===== config.mk =====
export PLATFORM = sky130hd
export DESIGN_NAME = uart_rx_param
export DESIGN_NICKNAME = d
export VERILOG_FILES = /design/src/rtl/uart_rx_param.sv
export SDC_FILE = /design/constraint.sdc
export NUM_CORES = 1
export LEC_CHECK = 0
export ABC_AREA = 1
export BUFFER_PORTS_ARGS = -buffer_cell sky130_fd_sc_hd__buf_2
export CAP_MARGIN = 20
export CORE_UTILIZATION = 60
export CTS_CLUSTER_SIZE = 16
export DETAILED_ROUTE_END_ITERATION = 7
export HOLD_SLACK_MARGIN = 0.02
export PLACE_DENSITY = 0.77
export SLEW_MARGIN = 25
export SYNTH_ARGS = -nofsm -noshare
export SYNTH_HDL_FRONTEND = slang
export SYNTH_SLANG_ARGS = --single-unit
export TNS_END_PERCENT = 50

===== constraint.sdc =====
create_clock -name clk -period 2.5 [get_ports clk]
set_input_delay 0.375 -clock clk [delete_from_list [all_inputs] [get_ports clk]]
set_output_delay 0.375 -clock clk [all_outputs]
set_load 0.01 [all_outputs]

===== src/rtl/uart_rx_param.sv =====
// uart_rx_param: oversampled, majority-voted UART receiver with a
// configurable frame and a VALID/READY output holding register.
module uart_rx_param #(
  parameter int CLK_HZ     = 50_000_000,
  parameter int BAUD       = 9600,
  parameter int OVERSAMPLE = 16,
  parameter int DATA_BITS  = 8,
  parameter int PARITY     = 0,
  parameter int STOP_BITS  = 1
) (
  input  logic                 clk,
  input  logic                 rst_n,
  input  logic                 rx_line,
  output logic [DATA_BITS-1:0] data,
  output logic                 valid,
  input  logic                 ready,
  output logic                 parity_err,
  output logic                 frame_err,
  output logic                 overrun,
  output logic                 busy
);

  localparam int DIV =
    (CLK_HZ + BAUD * OVERSAMPLE / 2) / (BAUD * OVERSAMPLE);
  localparam int DW = (DIV > 1) ? $clog2(DIV) : 1;
  localparam int SW = $clog2(OVERSAMPLE);

  localparam logic [SW-1:0] S_LO   = SW'(OVERSAMPLE / 2 - 1);
  localparam logic [SW-1:0] S_MID  = SW'(OVERSAMPLE / 2);
  localparam logic [SW-1:0] S_HI   = SW'(OVERSAMPLE / 2 + 1);
  localparam logic [SW-1:0] S_LAST = SW'(OVERSAMPLE - 1);
  localparam logic [DW-1:0] D_LAST = DW'(DIV - 1);
  localparam logic [3:0]    B_LAST = 4'(DATA_BITS - 1);
  localparam logic [3:0]    P_LAST = 4'(STOP_BITS - 1);
  localparam logic          ODD    = (PARITY == 1);

  localparam logic [2:0] S_IDLE  = 3'd0;
  localparam logic [2:0] S_START = 3'd1;
  localparam logic [2:0] S_DATA  = 3'd2;
  localparam logic [2:0] S_PAR   = 3'd3;
  localparam logic [2:0] S_STOP  = 3'd4;

  logic                 sync1;
  logic                 rx_s;
  logic                 rx_prev;
  logic [DW-1:0]        div_cnt;
  logic [SW-1:0]        smp_idx;
  logic [1:0]           smp;
  logic [2:0]           state;
  logic [3:0]           bit_idx;
  logic [DATA_BITS-1:0] shreg;
  logic                 pe;
  logic                 fe;
  logic                 commit;
  logic                 tick;
  logic                 start_det;
  logic                 vote;
  logic                 maj;
  logic                 pop;

  assign tick = (div_cnt == D_LAST);
  // rx_prev must be high first, so a held-low line never restarts a frame
  assign start_det = (state == S_IDLE) && rx_prev && !rx_s;
  assign vote = tick && (smp_idx == S_HI);
  assign maj = (smp[1] & smp[0]) | (smp[1] & rx_s) | (smp[0] & rx_s);
  assign pop = valid && ready;
  assign busy = (state != S_IDLE);

  always_ff @(posedge clk or negedge rst_n) begin
    if (!rst_n) begin
      sync1   <= 1'b1;
      rx_s    <= 1'b1;
      rx_prev <= 1'b1;
    end else begin
      sync1   <= rx_line;
      rx_s    <= sync1;
      rx_prev <= rx_s;
    end
  end

  always_ff @(posedge clk or negedge rst_n) begin
    if (!rst_n) begin
      div_cnt <= '0;
      smp_idx <= '0;
      smp     <= 2'b11;
    end else if (start_det) begin
      div_cnt <= '0;
      smp_idx <= '0;
    end else if (tick) begin
      div_cnt <= '0;
      smp_idx <= (smp_idx == S_LAST) ? '0 : smp_idx + SW'(1);
      if (smp_idx == S_LO || smp_idx == S_MID)
        smp <= {smp[0], rx_s};
    end else begin
      div_cnt <= div_cnt + DW'(1);
    end
  end

  // Transitions happen at the third vote; smp_idx keeps bit phase.
  always_ff @(posedge clk or negedge rst_n) begin
    if (!rst_n) begin
      state   <= S_IDLE;
      bit_idx <= '0;
      shreg   <= '0;
      pe      <= 1'b0;
      fe      <= 1'b0;
      commit  <= 1'b0;
    end else begin
      commit <= 1'b0;
      case (state)
        S_IDLE: begin
          if (start_det) begin
            state   <= S_START;
            bit_idx <= '0;
            pe      <= 1'b0;
            fe      <= 1'b0;
          end
        end
        S_START: begin
          if (vote)
            state <= maj ? S_IDLE : S_DATA;
        end
        S_DATA: begin
          if (vote) begin
            shreg <= {maj, shreg[DATA_BITS-1:1]};
            if (bit_idx == B_LAST) begin
              bit_idx <= '0;
              state   <= (PARITY != 0) ? S_PAR : S_STOP;
            end else begin
              bit_idx <= bit_idx + 4'd1;
            end
          end
        end
        S_PAR: begin
          if (vote) begin
            pe    <= (^shreg) ^ maj ^ ODD;
            state <= S_STOP;
          end
        end
        S_STOP: begin
          if (vote) begin
            if (!maj)
              fe <= 1'b1;
            if (bit_idx == P_LAST) begin
              state  <= S_IDLE;
              commit <= 1'b1;
            end else begin
              bit_idx <= bit_idx + 4'd1;
            end
          end
        end
        default: state <= S_IDLE;
      endcase
    end
  end

  always_ff @(posedge clk or negedge rst_n) begin
    if (!rst_n) begin
      data       <= '0;
      valid      <= 1'b0;
      parity_err <= 1'b0;
      frame_err  <= 1'b0;
      overrun    <= 1'b0;
    end else begin
      if (commit && valid && !ready)
        overrun <= 1'b1;
      else if (pop)
        overrun <= 1'b0;
      if (commit && (!valid || ready)) begin
        data       <= shreg;
        parity_err <= pe;
        frame_err  <= fe;
        valid      <= 1'b1;
      end else if (pop) begin
        valid      <= 1'b0;
        parity_err <= 1'b0;
        frame_err  <= 1'b0;
      end
    end
  end

endmodule

Word level (Yosys, flattened, before mapping):

Cells that the tools add are included.

* bits in registers: 48
* output and inout bits: 13
* logic and storage cells: 108

* add/sub/neg operators: 3
* equality and inequality tests: 19
* muxes and demuxes: 34
* bitwise logic cells: 7
* reduce and logical (&&, ||, !) cells: 28

Operator list (count)
* 4-bit two-way mux: 8
* 3-bit two-way mux: 7
* 9-bit two-way mux: 2
* 2-bit inequality test, second input constant: 9
* 3-bit one-hot mux with 5 select lines: 1
* 4-bit equality test, second input constant: 3
* 1-bit two-way mux: 12
* 4-bit one-hot mux with 3 select lines: 1
* 2-bit nonzero test: 5
* 9-bit by 1-bit adder with 9-bit output, second input constant: 1
* 9-bit equality test, second input constant: 1
* 4-bit by 1-bit adder with 4-bit output, second input constant: 2
* 4-bit by 3-bit equality test with 1-bit output, second input constant: 2
* 8-bit XOR reduction: 1
* 1-bit logical AND: 7
* 7-bit AND reduction: 1
* 3-bit by 2-bit equality test with 1-bit output, second input constant: 2
* 3-bit AND reduction: 2
* 3-bit nonzero test: 2
* 5-bit AND reduction: 1
* 4-bit zero test: 1
* 1-bit one-hot mux with 2 select lines: 2
* 4-bit AND reduction: 1
* 1-bit bitwise AND: 3
* other kinds (10): 14

Logic depth before layout (Yosys ltp):

Gate-level depths: netlist of run 1.

* depth in word-level cells: 6
* mapped depth: 10

Worst setup path after synthesis of run 1:

Ideal clock, no wire load.

* path type: reg-to-reg
* start point: reg div_cnt[1]
* end point: reg shreg[7]
* library setup time: 0.133 ns
* arrival: 1.286 ns
* slack: 1.082 ns
* stages on the path, launching flop included: 11
* buffers on the path: 1
* clock period less this slack: 1.418 ns
* cell sequence: dfrtp_1 > inv_1 > ha_1 > nand2_1 > nor2_4 > nand2_2 > inv_2 > nand3_4 > buf_6 > nand2_1 > o21ai_2

* cells in the longest elaborated chain, start to end: 3

Ends and longest elaborated chain
* from (decl): line 46 `logic [DW-1:0] div_cnt;`
* from (signal assigned): line 95 `div_cnt <= div_cnt + DW'(1);`
* 9-bit equality test: line 61 `assign tick = (div_cnt == D_LAST);`
* 1-bit logical AND: line 64 `assign vote = tick && (smp_idx == S_HI);`
* 2-bit AND reduction (no source line)
* to (signal assigned): line 125 `shreg <= {maj, shreg[DATA_BITS-1:1]};`
* to (decl): line 51 `logic [DATA_BITS-1:0] shreg;`

Every way passes these cells.
A chain may end at the register's enable or synchronous reset.

Worst setup path in the final report of run 1:

* start point: reg state[1]
* end point: out busy

* cells in the longest elaborated chain, start to end: 1

Ends and longest elaborated chain
* from (decl): line 49 `logic [2:0] state;`
* from (signal assigned): line 121 `state <= maj ? S_IDLE : S_DATA;`
* from (signal assigned): line 128 `state <= (PARITY != 0) ? S_PAR : S_STOP;`
* 3-bit nonzero test: line 67 `assign busy = (state != S_IDLE);`
* to (decl): line 20 `output logic busy`

Every way passes these cells.

==> results of run 1 <==
-- flip-flops by register name (all words and copies together), names as in the netlist --
register and flops:
bit_idx 4, commit 1, data 8, div_cnt 9, fe 1, frame_err 1, overrun 1, parity_err 1
pe 1, rx_prev 1, rx_s 1, shreg 8, smp 2, smp_idx 4, state 3, sync1 1
valid 1
-- cells in the mapped netlist (6+ instances only) --
cell | instances | area [um^2]
nand2_1 | 88 | 330
o21ai_0 | 19 | 95.1
nand2_2 | 8 | 50.1
nor2_1 | 12 | 45.0
inv_2 | 8 | 30.0
o21ai_2 | 9 | 78.8
inv_1 | 35 | 131
a21oi_1 | 8 | 40.0
o21ai_1 | 6 | 30.0
nand3_1 | 16 | 80.1
dfrtp_1 | 43 | 1080
ha_1 | 7 | 87.6
-- critical path: stages, from the launching register on --
cell and delay, ns:
dfrtp_1 0.43, nor2_2 0.17, inv_2 0.07, nor2_2 0.13
inv_2 0.08, buf_2 0.14
-- path summary, 6_finish.rpt --
kind                            start          to  slack (ns)  cells past startpoint
max                          state[1]        busy        0.80                      5
min                             rst_n  parity_err        0.15                      2
max reg2reg                smp_idx[1]  bit_idx[1]        0.89                      9
min reg2reg                     sync1        rx_s        0.36                      0
max in group asynchronous       rst_n  smp_idx[2]        1.96                      2
min in group clk              rx_line       sync1        0.17                      1
-- routing by layer --
metal  vias to the layer above  GRT usage  wire length, um
li1                       1002          -                -
met1                       867      0.282             2040
met2                        25      0.356             1920
met3                         7     0.0565              115
met4                         0     0.0957               85
met5                         -          0                0
-- where the power goes --
group	switching, mW	leakage, nW	internal [mW]
Clock	0.254	0.0434	0.224
Sequential	0.0855	0.638	0.858
Combinational	0.351	0.665	0.200
Total	0.690	1.35	1.28
-- cell type report --
type                    count  area [um^2]
well taps                  50         62.6
fillers                   335         1270
inverters                  43          161
flip-flops and latches     48         1210
multi-input cells         207         1110
repair buffers             17         87.6
clock inverters             2         15.0
clock buffers               6         82.6
-- logic make-up (layout without fill, tap and decap cells) --
| group | Yosys count | count (layout) | share of synthesized area |
|---|---|---|---|
| AOI/OAI and AO/OA | 48 | 48 | 0.122 |
| xor gates and xnor gates | 3 | 3 | 0.0105 |
| adders and majority gates | 7 | 7 | 0.0351 |
| buffers and inverters | 45 | 68 | 0.0706 |
| DFF | 48 | 48 | 0.483 |
| and+or+nand+nor | 149 | 149 | 0.279 |
-- metrics by stage --
| stage | instances | worst slack, ns | hold WS (ns) | power [mW] |
|---|---|---|---|---|
| 6_report | 373 | 0.796 | 0.149 | 1.97 |
| 4_1_cts | 373 | 0.786 | 0.154 | 2.00 |
| 2_1_floorplan | 300 | 1.08 | 0.0794 | 1.38 |
| 3_3_place_gp | 365 | 0.913 | 0.346 | 1.49 |
| 3_5_place_dp | 365 | 0.885 | 0.347 | 1.51 |
| 5_1_grt | 373 | 0.706 | 0.151 | 2.12 |
==> summary.md, run 1 <==
| Metric | Value |
|---|---|
| Total CTS buffers | `5` |
| Detailed Route Iter0 Violations | `between 70 and 80` |
| Initial cell density of the core | `0.624` |
| Detailed Routing Iterations Pass 1 | `4` |
| RD Place Congestion | `roughly 0.8` |
| DRC errors left | `0` |
| Clock Skew | `between 0.01 and 0.015 ns` |
| Status | `completed` |
| Routed Antenna Nets | `0` |
| Overflow after GRT | `0` |
| Unrepaired setup endpoints after global routing | `no` |
| Count of final hold-check violations | `0` |
| Total global-route track usage | `0.222` |
| CTS tree | `yes` |
| First-pass GRT wire length | `7200 um` |
| CTS Sinks | `48` |
| Worst EP required | `between 2 and 2.5 ns` |
| # rows | `23` |
| Antenna violations before repair | `0` |
| Clock root buffer | `clkbuf_8` |
| Fmax | `0.587 GHz` |
| Yosys synthesis warning count | `0` |
| Final period util | `0.682` |
| Die area | `around 4400 um^2` |
| Die height | `66.5 um` |
| Most frequent cells in the layout | `nand2_1 (88), dfrtp_1 (43), inv_1 (35)` |
| Count of cell types in the netlist | `32` |
| Crit path DAT | `about 1.3 ns` |
| Post-Syn Area | `between 2000 and 2500 um^2` |
| Final TNS setup | `0 ns` |
| Antenna diodes | `0` |
| Deepest clock path buffer count | `2` |
| Sequential-to-total area share from yosys stat | `0.483` |
| PwrDens | `722 nW/um^2` |
| Worst-Margin Slew | `approximately 0.57 ns` |
| Yosys reg bits | `48` |
| PortBufs | `16` |
| Max Slew Vio Count | `0` |
| Routed wire length | `roughly 4200 um` |
| Vias | `1901` |
| Mean Syn Cell Area | `8.32 um^2` |
| H-tree lvl count | `2` |
| Syn_nets | `between 300 and 400` |
| Clock Pin Slew Worst Setup and Hold Paths | `0.09 ns` |
| Largest net degree at the start of global routing | `between 40 and 50` |
| Hold Path Class | `primary input to asynchronous set/reset pin` |
| Core area | `between 4000 and 5000 um^2` |
| Max Cap Viol | `0` |
| VDD IR max | `between 0.4 and 0.5 mV` |
| Asr flop ratio synth | `1.00` |
| Nets | `about 330` |
| Number of synthesized flops with an enable pin | `0` |
| Via density | `a little over 5` |
| Lkg Pwr | `approximately 1.3 nW` |
| Post-CTS Setup Bufs | `0` |
| Area growth from synthesis to layout | `9.32%` |
| Type of origin of the critical path | `register` |
| Post-CTS sizing | `0` |
| Maximum fanout along the worst path | `4` |
| Number of global-route vias before repair | `roughly 1.7k` |
| Share of post-route cells with drive strength above 1 | `0.217` |
| Drt wl/cell | `around 11 um` |
| Minimum clock period after layout | `~1.7 ns` |
| Insertion delay to the later sink of the worst-skew pair | `just over 0.3 ns` |
| Most common cell after layout, fill and taps aside | `nand2_1` |
| Final Cell Area | `about 2700 um^2` |
| Area post-placement | `about 2600 um^2` |
| Post-synthesis cell count | `300` |
| CTS Hold Bufs | `0` |
| Die X | `66.5 um` |
| Slew HR | `0.615` |
| Ys flop type | `dfrtp_1` |
| WS Path Type | `register to primary output` |
| Worst Setup End Kind | `primary output` |
| DP HPWL | `around 3100 um` |
| I/O pins | `17` |
| Post-layout util | `0.683` |
| Final setup vio count | `0` |
Note: power is estimated with default switching activity, not from simulation.
==> inputs of run 2 (changes only) <==
--- a/config.mk
+++ b/config.mk
@@ -5,14 +5,14 @@
 export SDC_FILE = /design/constraint.sdc
 export NUM_CORES = 1
 export LEC_CHECK = 0
-export ABC_AREA = 1
+export ABC_AREA = 0
 export BUFFER_PORTS_ARGS = -buffer_cell sky130_fd_sc_hd__buf_2
 export CAP_MARGIN = 20
-export CORE_UTILIZATION = 60
+export CORE_UTILIZATION = 59
 export CTS_CLUSTER_SIZE = 16
 export DETAILED_ROUTE_END_ITERATION = 7
 export HOLD_SLACK_MARGIN = 0.02
-export PLACE_DENSITY = 0.77
+export PLACE_DENSITY = 0.76
 export SLEW_MARGIN = 25
 export SYNTH_ARGS = -nofsm -noshare
 export SYNTH_HDL_FRONTEND = slang
==> constraint.sdc (replaced) <==
create_clock -name clk -period 1.57 [get_ports clk]
set_input_delay 0.2355 -clock clk [delete_from_list [all_inputs] [get_ports clk]]
set_output_delay 0.2355 -clock clk [all_outputs]
set_load 0.01 [all_outputs]
==> summary.md, run 2 <==
| Metric | Value |
|---|---|
| Mean Syn Cell Area | `11.7 um^2 (+40%)` |
| Via density | `5.65 (+11%)` |
| Worst Setup End Kind | `register` |
| H-tree lvl count | `2 (unchanged)` |
| Multi-input logic area | `1220 um^2 (+9.4%)` |
| Worst setup margin | `-0.594 ns (-1.39 ns)` |
| PwrDens | `1200 nW/um^2 (+66%)` |
| Syn_nets | `215 (-31%)` |
| Detailed Route Iter0 Violations | `92 (+24%)` |
| Most common cell after layout, fill and taps aside | `dfrtp_1` |
| Die height | `65.5 um (-1.5%)` |
| Share of the synthesized area in the top cell type | `0.452 (+0.0215)` |
| DP HPWL | `3310 um (+6.7%)` |
| Final TNS setup | `-9.73 ns (-9.73 ns)` |
| Max Slew Vio Count | `0 (unchanged)` |
| Top-count cell post-synth | `dfrtp_1` |
| Crit path DAT | `2.36 ns (+1.03 ns)` |
| Count of final hold-check violations | `0 (unchanged)` |
| Nets | `272 (-18%)` |
| # rows | `22 (-4.3%)` |
| Final period util | `1.38` |
| Post-Syn Area | `2380 um^2 (-4.8%)` |
| Minimum clock period after layout | `roughly 2.2 ns` |
| First-pass GRT wire length | `8040 um (+12%)` |
| Post-synthesis cell count | `204 (-32%)` |
| Vias | `1750 (-7.9%)` |
| Drt wl/cell | `15.6 um (+40%)` |
| RD Place Congestion | `0.857 (+6.6%)` |
| Deepest clock path buffer count | `2 (unchanged)` |
| Register area | `1210 um^2 (unchanged)` |
| Hold Path Class | `primary input to register` |
| Yosys reg bits | `48 (unchanged)` |
| Flip-flop count of the largest register after layout | `9 (unchanged)` |
| Core area | `3770 um^2 (-5.7%)` |
| Clock Pin Slew Worst Setup and Hold Paths | `0.09 ns (about the same)` |
| WS Path Type | `register to register` |
| Total global-route track usage | `0.249 (+0.0275)` |
| Sequential-to-total area share from yosys stat | `0.508 (+0.0242)` |
| Detailed Routing Iterations Pass 1 | `4 (unchanged)` |
| CTS tree | `yes` |
| Largest Register | `div_cnt` |
| Total CTS buffers | `5 (unchanged)` |
| Final setup vio count | `34 (+34)` |
| PortBufs | `16 (unchanged)` |
| Leading post-synthesis cells by cell area | `dfrtp_1 (45%), mux2_1 (5.7%), dfstp_2 (5.5%)` |
| Clock Skew | `0.00448 ns (-0.00624 ns)` |
| VDD IR max | `0.948 mV (+100%)` |
| Number of synthesized flops with an enable pin | `0 (unchanged)` |
| Number of global-route vias before repair | `1860 (+12%)` |
| Post-layout util | `0.805 (+0.123)` |
| Type of origin of the critical path | `register` |
| Synth area leader | `dfrtp_1` |
| Layout filler cell count | `213 (-36%)` |
| Status | `complete, but fails checks` |
| Unrepaired setup endpoints after global routing | `yes` |
| I/O pins | `17 (unchanged)` |
| Yosys synthesis warning count | `0 (unchanged)` |
| Ys flop type | `dfrtp_1` |
| Overflow after GRT | `0 (unchanged)` |
| Most instantiated cells after synthesis | `dfrtp_1 (43), nor2_1 (16), mux2_1 (12), nand2_1 (12)` |
| Slew HR | `0.671 (+0.0569)` |
| Biggest regs | `div_cnt (9), data (8), shreg (8)` |
| Insertion delay to the later sink of the worst-skew pair | `0.30 ns (about the same)` |
| Fmax | `approximately 0.46 GHz` |
| Antenna diodes | `0 (unchanged)` |
| Asr flop ratio synth | `1.00 (unchanged)` |
| Initial cell density of the core | `0.631 (+0.00639)` |
| Count of cell types in the netlist | `48 (+50%)` |
| DRC errors left | `0 (unchanged)` |
| Largest net degree at the start of global routing | `29 (-41%)` |
| Share of post-route cells with drive strength above 1 | `0.420 (+0.203)` |
| Antenna violations before repair | `0 (unchanged)` |
| Worst-Margin Slew | `0.493 ns (-0.0793 ns)` |
| Most frequent cells in the layout | `dfrtp_1 (43), buf_4 (33), buf_2 (16)` |
| Maximum fanout along the worst path | `4 (unchanged)` |
| Routed Antenna Nets | `0 (unchanged)` |
| Die area | `4290 um^2 (-3.0%)` |
| Routed wire length | `4830 um (+16%)` |
| Area growth from synthesis to layout | `27.7%` |
| Pre-CTS setup slack | `-0.638 ns (-1.52 ns)` |
| Max Cap Viol | `0 (unchanged)` |
| Lkg Pwr | `1.51 nW (+12%)` |
| Worst EP required | `1.77 ns (-0.35 ns)` |
| Failing checks | `negative setup slack` |
| CTS Sinks | `48 (unchanged)` |
| Die X | `65.5 um (-1.5%)` |
| Clock root buffer | `clkbuf_8` |
| Pwr Total | `3.63 mW (+84%)` |
run 2: cell count changes in the layout (fill, tap and decap cells not counted), sizes merged, moves of 6 or more:
| cell | before | now |
|---|---|---|
| inv | 43 | 8 |
| nand2 | 97 | 12 |
| o21ai | 34 | 7 |
| xor2 | 1 | 8 |
| nand3 | 19 | 8 |
| buf | 17 | 55 |
| xnor2 | 2 | 8 |
| mux2 | 0 | 21 |
| nor2b | 0 | 6 |
run 2: layer usage:
metal | global-route usage | routed length [um] | up-vias
met5 | 0 | 0 | -
li1 | - | - | 837
met1 | 0.302 | 2100 | 868
met3 | 0.0469 | 128 | 10
met4 | 0.109 | 117 | 0
met2 | 0.430 | 2480 | 35
run 2: cell type report:
cell class              count  area share
flip-flops and latches     48       0.398
inverters                   7     0.00865
clock buffers               6      0.0272
clock inverters             2     0.00453
multi-input cells         142       0.401
well taps                  48      0.0198
repair buffers             57       0.141
run 2: final timing paths:
| check | cells past startpoint | start | endpoint | slack, ns |
|---|---|---|---|---|
| worst max-delay path | 6 | div_cnt[5] | bit_idx[0] | -0.59 |
| worst min-delay path | 2 | ready | overrun | 0.15 |
| worst max register to register | 6 | div_cnt[5] | bit_idx[0] | -0.59 |
| worst min register to register | 0 | sync1 | rx_s | 0.36 |
| max in group asynchronous | 3 | rst_n | rx_prev | 0.55 |
| min in group asynchronous | 2 | rst_n | overrun | 0.43 |
run 2: cells by family after synthesis:
logic type / share of synthesized area
simple gates: 0.167
flops: 0.508
compound gates: 0.0821
mux: 0.118
xor+xnor: 0.0589
buf+inv: 0.0258
fa+ha+maj: 0.0410
run 2: power by group:
group          leakage, nW  switching [mW]  internal [mW]
combinational        0.834           0.699          0.682
clock               0.0516           0.420          0.361
sequential           0.625          0.0957           1.37
run 2: what timing repair did:
action,4_1_cts,5_1_grt
endpoints found under the setup margin,34,34
hold endpoints to repair,21,0
gates resized for setup,15,20
buffers inserted,0,3
pin swaps,4,4
hold buffers,2,0
run 2: stage by stage:
stage	hold WS, ns	cell area, um^2	instances
after floorplan	-0.0601	2380	204
after detailed placement	0.219	2790	299
after global placement	0.210	2790	299
after global routing	0.170	3040	310
after CTS	0.141	2980	309
final	0.151	3040	310
run 2: worst max-delay path, stage by stage (launching register included):
cell and delay, ns:
dfrtp_1 0.39, or4b_4 0.55, buf_8 0.16, nor2_8 0.08, a41oi_2 0.11, or3b_4 0.46, mux2_4 0.30
